`src/rtl/uart_rx_pkg.sv`:
```
// Shared definitions for the UART receive bit sampler: receiver states,
// default oversampling/character sizes and the 2-of-3 vote helper.
package uart_rx_pkg;

  localparam int DEF_OVERSAMPLE = 16;
  localparam int DEF_DATA_BITS  = 8;

  typedef enum logic [1:0] {
    ST_IDLE  = 2'd0,
    ST_START = 2'd1,
    ST_DATA  = 2'd2,
    ST_STOP  = 2'd3
  } rx_state_e;

  function automatic logic maj3(input logic a, input logic b, input logic c);
    return (a & b) | (a & c) | (b & c);
  endfunction

endpackage

```
`src/rtl/uart_rx_majority3.sv`:
```
// Captures the two early mid-bit samples; the third is the live input, so the
// vote is ready on the same tick that takes the last sample.
module uart_rx_majority3
  import uart_rx_pkg::*;
(
  input  logic       clk,
  input  logic       rst,
  input  logic [2:0] cap,
  input  logic       din,
  output logic       vote,
  output logic       bit_value
);

  logic [1:0] early_reg;

  always_ff @(posedge clk or negedge rst) begin
    if (!rst) begin
      early_reg <= 2'b11;
      bit_value <= 1'b1;
    end else begin
      for (int i = 0; i < 2; i++) begin
        if (cap[i]) early_reg[i] <= din;
      end
      if (cap[2]) bit_value <= vote;
    end
  end

  assign vote = maj3(early_reg[0], early_reg[1], din);

endmodule

```
`src/rtl/uart_rx_bit_sampler.sv`:
```
// Oversampling UART receiver: synchronises rx_in, finds the start edge, votes
// three mid-bit samples per bit and assembles LSB-first characters.
module uart_rx_bit_sampler
  import uart_rx_pkg::*;
#(
  parameter int OVERSAMPLE = DEF_OVERSAMPLE,
  parameter int DATA_BITS  = DEF_DATA_BITS
) (
  input  logic                 clk,
  input  logic                 rst,
  input  logic                 enable,
  input  logic                 rx_in,
  output logic                 sample_strobe,
  output logic                 bit_value,
  output logic [DATA_BITS-1:0] data_out,
  output logic                 char_done,
  output logic                 frame_error,
  output logic                 busy
);

  localparam int CNT_W = $clog2(OVERSAMPLE);
  localparam int IDX_W = $clog2(DATA_BITS);
  localparam logic [CNT_W-1:0] MID_M1   = CNT_W'(OVERSAMPLE / 2 - 1);
  localparam logic [CNT_W-1:0] MID      = CNT_W'(OVERSAMPLE / 2);
  localparam logic [CNT_W-1:0] MID_P1   = CNT_W'(OVERSAMPLE / 2 + 1);
  localparam logic [CNT_W-1:0] CNT_LAST = CNT_W'(OVERSAMPLE - 1);
  localparam logic [IDX_W-1:0] IDX_LAST = IDX_W'(DATA_BITS - 1);

  if ((OVERSAMPLE % 2) != 0 || OVERSAMPLE < 4) begin : g_bad_oversample
    $fatal(1, "uart_rx_bit_sampler: OVERSAMPLE must be even and >= 4");
  end
  if (DATA_BITS < 5 || DATA_BITS > 9) begin : g_bad_data_bits
    $fatal(1, "uart_rx_bit_sampler: DATA_BITS must be in 5..9");
  end

  logic [1:0]           sync_reg;
  logic                 rx_s;
  rx_state_e            state_reg;
  logic [CNT_W-1:0]     cnt_reg;
  logic [IDX_W-1:0]     idx_reg;
  logic [DATA_BITS-1:0] shift_reg;
  logic [DATA_BITS-1:0] data_out_reg;
  logic                 frame_error_reg;
  logic                 strobe_reg;
  logic                 char_done_reg;
  logic                 tick;
  logic                 at_wrap;
  logic                 at_sample;
  logic                 vote;
  logic [2:0]           cap;

  always_ff @(posedge clk or negedge rst) begin
    if (!rst) sync_reg <= 2'b11;
    else      sync_reg <= {sync_reg[0], rx_in};
  end
  assign rx_s = sync_reg[1];

  assign tick      = enable && (state_reg != ST_IDLE);
  assign at_wrap   = (cnt_reg == CNT_LAST);
  assign at_sample = tick && (cnt_reg == MID_P1);
  assign cap       = {at_sample, tick && (cnt_reg == MID), tick && (cnt_reg == MID_M1)};

  uart_rx_majority3 u_vote (
    .clk       (clk),
    .rst       (rst),
    .cap       (cap),
    .din       (rx_s),
    .vote      (vote),
    .bit_value (bit_value)
  );

  // Later assignments in a state deliberately override earlier ones, so with
  // OVERSAMPLE=4 (sample tick == wrap tick) a false start still wins.
  always_ff @(posedge clk or negedge rst) begin
    if (!rst) begin
      state_reg       <= ST_IDLE;
      cnt_reg         <= '0;
      idx_reg         <= '0;
      shift_reg       <= '0;
      data_out_reg    <= '0;
      frame_error_reg <= 1'b0;
      strobe_reg      <= 1'b0;
      char_done_reg   <= 1'b0;
    end else begin
      strobe_reg    <= at_sample;
      char_done_reg <= 1'b0;
      if (enable) begin
        if (state_reg != ST_IDLE) cnt_reg <= at_wrap ? '0 : cnt_reg + 1'b1;
        case (state_reg)
          ST_IDLE: begin
            if (!rx_s) begin
              state_reg <= ST_START;
              cnt_reg   <= '0;
            end
          end
          ST_START: begin
            if (at_wrap) begin
              state_reg <= ST_DATA;
              idx_reg   <= '0;
            end
            if (at_sample && vote) begin
              state_reg <= ST_IDLE;
              cnt_reg   <= '0;
            end
          end
          ST_DATA: begin
            if (at_sample) shift_reg <= {vote, shift_reg[DATA_BITS-1:1]};
            if (at_wrap) begin
              if (idx_reg == IDX_LAST) state_reg <= ST_STOP;
              else                     idx_reg   <= idx_reg + 1'b1;
            end
          end
          ST_STOP: begin
            // Leave at mid stop bit so the next start edge is never missed.
            if (at_sample) begin
              data_out_reg    <= shift_reg;
              frame_error_reg <= ~vote;
              char_done_reg   <= 1'b1;
              state_reg       <= ST_IDLE;
              cnt_reg         <= '0;
            end
          end
          default: state_reg <= ST_IDLE;
        endcase
      end
    end
  end

  assign sample_strobe = strobe_reg;
  assign data_out      = data_out_reg;
  assign char_done     = char_done_reg;
  assign frame_error   = frame_error_reg;
  assign busy          = (state_reg != ST_IDLE);

endmodule

```
`config.mk`:
```
export PLATFORM = sky130hd
export DESIGN_NAME = uart_rx_bit_sampler
export DESIGN_NICKNAME = d
export VERILOG_FILES = /design/src/rtl/uart_rx_pkg.sv /design/src/rtl/uart_rx_majority3.sv /design/src/rtl/uart_rx_bit_sampler.sv
export SDC_FILE = /design/constraint.sdc
export NUM_CORES = 1
export LEC_CHECK = 0
export CAP_MARGIN = 25
export CORE_MARGIN = 2
export CORE_UTILIZATION = 59
export DETAILED_ROUTE_END_ITERATION = 7
export PLACE_DENSITY = 0.93
export SKIP_LAST_GASP = 1
export SLEW_MARGIN = 25
export SYNTH_ARGS = -nofsm -noshare
export SYNTH_HDL_FRONTEND = slang
export SYNTH_SLANG_ARGS = --single-unit
```
`constraint.sdc`:
```
create_clock -name clk -period 2.4 [get_ports clk]
set_input_delay 0.24 -clock clk [delete_from_list [all_inputs] [get_ports clk]]
set_output_delay 0.24 -clock clk [all_outputs]
set_load 0.02 [all_outputs]
```
# [After elaboration in Yosys (flattened, before gate mapping)]
# Cells that the tools add are included.
[totals] regBits=33 input_bits=4 output_inout_bits=13 word_cells=67
[classes] n_addsub=2 n_eq_ne=15 n_mux=20 bitwise=6 n_reduce_logical=12
[ops] cell="$mux W4" n=5
[ops] cell="$eq A4 B4 Y1 const B" n=3
[ops] cell="$mux W2" n=6
[ops] cell="$ne A2 B2 Y1 const B" n=6
[ops] cell="$pmux W4 S3" n=1
[ops] cell="$mux W3" n=3
[ops] cell="$pmux W2 S4" n=1
[ops] cell="$pmux W3 S2" n=1
[ops] cell="$reduce_and A3 Y1" n=2
[ops] cell="$reduce_and A6 Y1" n=1
[ops] cell="$logic_and A1 B1 Y1" n=5
[ops] cell="$reduce_and A5 Y1" n=1
[ops] cell="$add A4 B1 Y4 const B" n=1
[ops] cell="$eq A2 B2 Y1 const B" n=2
[ops] cell="$eq A4 B3 Y1 const B" n=1
[ops] cell="$reduce_bool A2 Y1" n=2
[ops] cell="$add A3 B1 Y3 const B" n=1
[ops] cell="$and A1 B1 Y1" n=3
[ops] cell="$eq A3 B3 Y1 const B" n=1
[ops] cell="$mux W1" n=3
[ops] cell="$ne A3 B3 Y1 const B" n=1
[ops] cell="$eq A2 B1 Y1 const B" n=1
[ops] cell="$logic_not A2 Y1" n=1
[ops] cell="$or A1 B1 Y1" n=2
[ops] cell="$not A1 Y1" n=1

# [Logic depth before layout (Yosys ltp)]
[depth] depth_word=6 ltp_mapped=7 ltp_nobuf=6

# [Cells and area by module]
# Synthesis repeated with hierarchy kept, for this count alone.
[hier_totals] hier_cells=117 area_unflattened_um2=1562.7
[modules_own_cells] mod="uart_rx_bit_sampler" instances=1 cells_per_inst=110 area_each_um2=1435.1 seq_area_each_um2=753.2
[modules_own_cells] mod="uart_rx_majority3" instances=1 cells_per_inst=7 area_each_um2=127.6 seq_area_each_um2=78.8

# [Least setup slack after synthesis]
# No wires, ideal clock.
[synth_path] path_type="register -> register" from="register cnt_reg[0]" to="register idx_reg[0]" setup_ns=0.121 t_arrival_ns=1.483 t_required_ns=2.279 path_slack_ns=0.796 path_stages_with_launch=6 n_path_buf=0 period_less_slack_ns=1.604 path_cell_list="dfrtp_1 ha_1 and4_1 nor3b_2 mux2_2 a22o_1"
[synth_between] elab_chain_len=3 elab_cells_between_ends=4 classes_between="eq/ne (3); reduce/logical (1)"
[synth_lines] item="from (decl)" line_no="uart_rx_bit_sampler.sv:39" source="logic [CNT_W-1:0] cnt_reg;"
[synth_lines] item="from (signal assigned)" line_no="uart_rx_bit_sampler.sv:88" source="if (state_reg != ST_IDLE) cnt_reg <= at_wrap ? '0 : cnt_reg + 1'b1;"
[synth_lines] item="$eq A4 B4 Y1 (*)" line_no="uart_rx_bit_sampler.sv:59" source="assign at_wrap = (cnt_reg == CNT_LAST);"
[synth_lines] item="$ne A2 B2 Y1 (no source line)"
[synth_lines] item="$reduce_and A5 Y1 (no source line) (*)"
[synth_lines] item="to (signal assigned)" line_no="uart_rx_bit_sampler.sv:110" source="else idx_reg <= idx_reg + 1'b1;"
[synth_lines] item="to (decl)" line_no="uart_rx_bit_sampler.sv:40" source="logic [IDX_W-1:0] idx_reg;"
# Mark *: on every way between the ends. The rest lies on a longest branch, timed or not.
# A chain may end at the register's enable or synchronous reset.

==> run summary <==
CP startpoint kind - flip-flop
Fin cells - 168
Most common library cell in the layout ignoring fill and taps - dfrtp_1
Post-Synthesis Mean Instance Area - 13.25 um^2
Actual slew at the worst max-slew pin - 0.4969 ns
Vias per Instance - 5.994
Post-CTS Setup Bufs - 0
Number of distinct library cells after synthesis - 35
RSZ-0062 raised after global routing - no
Total inserted antenna cells - 0
Final critical delay including setup and external delays - 2.098 ns
# nets final - 146
Cell count after placement - 160
Insertion delay to the later sink of the worst-skew pair - 0.33 ns
Routed length per placed instance - 16.98 um
Post-cts hold buffer count - 0
Routed Wire Length - 2852 um
Initial antenna violation count - 0
Port bufs - 16
Num Clock Sinks - 33
Ratio of total power to cell area - 870.0 nW/um^2
All-Layer GR Usage - 0.2131
Pin count of the biggest net entering global routing - 34
Register bit count reported by yosys - 33
Total chip power - 1571 uW
Number of buffers added by the clock tree synthesis step - 5
Count of vias placed by the detailed router - 1007
Largest vdd supply drop - 671.7 uV
Tcrit/Tclk final - 0.8741
WP buf/inv - 2
Number of DRC markers after the initial detailed-route iteration - 45
Number of primary I/O pins - 17
Post-synthesis instance total - 116
Layout overhead on the synthesized area - 17.51%
Portion of the post-synthesis area used by sequential elements - 0.5415
RePlAce Congestion - 0.9090
Clock slew at reported path FFs - 0.10 ns
Critical Path Slowest Stage Cell - dfrtp_1
Maximum root-to-sink buffer count - 2
Maximum single-stage delay on the critical path - 0.67 ns
CP Data Arrival Time - 1.86 ns
Ordered cell list for the critical path - nor2_1 > inv_1 > clkdlybuf4s50_1
Number of global-route vias before repair - 921
Nets in the synthesized netlist - 125
Most frequent cells in the layout - dfrtp_1, clkdlybuf4s50_1, mux2_2, mux2_4
Clock H-tree levels - 2
Normalized max-slew margin - 0.6688
TritonCTS clock tree - built
Gate family responsible for the most delay along the worst path - buffers and inverters
Final Setup Violations - 0
Area of the core - 2477 um^2
Warnings, synthesis - 0
Root buffer selected by CTS - clkbuf_4
Placed Instance Area - 1720 um^2
Post-DRT Antenna Nets - 0
Count of final max-slew check failures - 0
First-pass iteration count of the detailed router - 4
First-pass GRT wire length - 4353 um
Die footprint - 3028 um^2
Overflow left after global routing - 0
Starting density of the core - 0.6202
Outcome - finished clean
Fraction of final layout cells sized beyond drive strength 1 - 0.3043
Max Fclk - 0.4767 GHz
Detailed-placement wirelength estimate - 2009 um
Width of the chip - 55.03 um
Post-route standard cell area excluding fillers - 1805 um^2
CP Max Fanout - 16
Number of gates resized after CTS - 0
Die Span Y - 55.03 um
Remaining routing DRC violations - 0
HP Class - in -> async
Netlist area before placement - 1536 um^2
Crit Path Class - reg -> out
Max Cap Viol - 0
Summed negative setup slack over all endpoints - 0 ns
Number of placement rows - 18
Worst Clk Skew - 0.004632 ns
Critical path data required time - 2.16 ns
Number of endpoints with negative hold slack in the final report - 0
Type of element capturing the critical path - output pin
Standby leakage power - 0.0008468 uW
[power breakdown]
part           switching [uW]  internal [uW]
clock                     184            249
combinational             178            180
sequential                124            655
[cell type report]
| cell class | count | area (um^2) |
|---|---|---|
| Sequential cell | 33 | 832.0 |
| Multi-Input combinational cell | 73 | 653.1 |
| Timing Repair Buffer | 18 | 175.2 |
| Fill cell | 160 | 671.9 |
| Clock inverter | 1 | 30.03 |
| Inverter | 6 | 22.52 |
| Tap cell | 30 | 37.54 |
| Clock buffer | 7 | 55.05 |
[cell usage after synthesis, drive strengths merged]
cell,instances,area [um^2]
dfstp,5,131.4
o21a,1,7.510
nor2b,1,6.260
o41ai,1,16.27
ha,5,62.56
and2,1,6.260
dfrtp,28,700.7
and4,1,8.760
xnor2,1,8.760
a31oi,1,6.260
maj3,1,11.26
nand2,5,18.77
o21ai,6,30.02
or3b,1,8.760
nor2,7,33.78
and4b,1,11.26
o211a,1,17.52
o211ai,2,15.01
a22o,6,52.55
a22oi,1,7.510
mux2,20,251.5
a311oi,2,17.52
a21oi,2,10.01
nand3,3,20.02
nor3b,1,12.51
buf,4,28.78
o22ai,1,6.260
and3,1,6.260
inv,6,22.52
[through the flow]
stage               utilization  hold slack, ns  worst slack, ns
floorplan                     -        -0.05559           0.7959
global placement         0.6944          0.3458           0.4161
detailed placement       0.6944          0.3493           0.3419
CTS                      0.7288          0.2988           0.3098
global route             0.7288          0.3035           0.2213
finish                   0.7288          0.3030           0.3021
[kinds of logic after synthesis]
| kind of cell | share of synthesized area |
|---|---|
| adders and majority gates | 0.04805 |
| AOI/OAI and AO/OA | 0.1213 |
| and+or+nand+nor | 0.08633 |
| xor gates and xnor gates | 0.005701 |
| buffers and inverters | 0.03339 |
| DFF | 0.5415 |
| muxes | 0.1637 |
[per-layer routing]
layer  wire [um]  track usage  vias to the layer above  share of wire
met5           0            0                        -              0
met4          66       0.1179                        0          0.023
met1        1241       0.2802                      503           0.44
li1            -            -                      460              -
met3         152      0.06452                        7          0.053
met2        1391       0.3135                       37           0.49
[path summary, 6_finish.rpt]
kind | to | depth (start not counted) | from | slack, ns
worst min register to register | sync_reg[1] | 0 | sync_reg[0] | 0.36
min in group clk | sync_reg[0] | 1 | rx_in | 0.31
worst max register to register | shift_reg[0] | 6 | cnt_reg[1] | 0.55
max in group asynchronous | u_vote.bit_value | 2 | rst | 1.77
worst max-delay path | busy | 3 | flip-flop | 0.30
worst min-delay path | sample_strobe | 2 | rst | 0.30
Note: power is estimated with default switching activity, not from simulation.
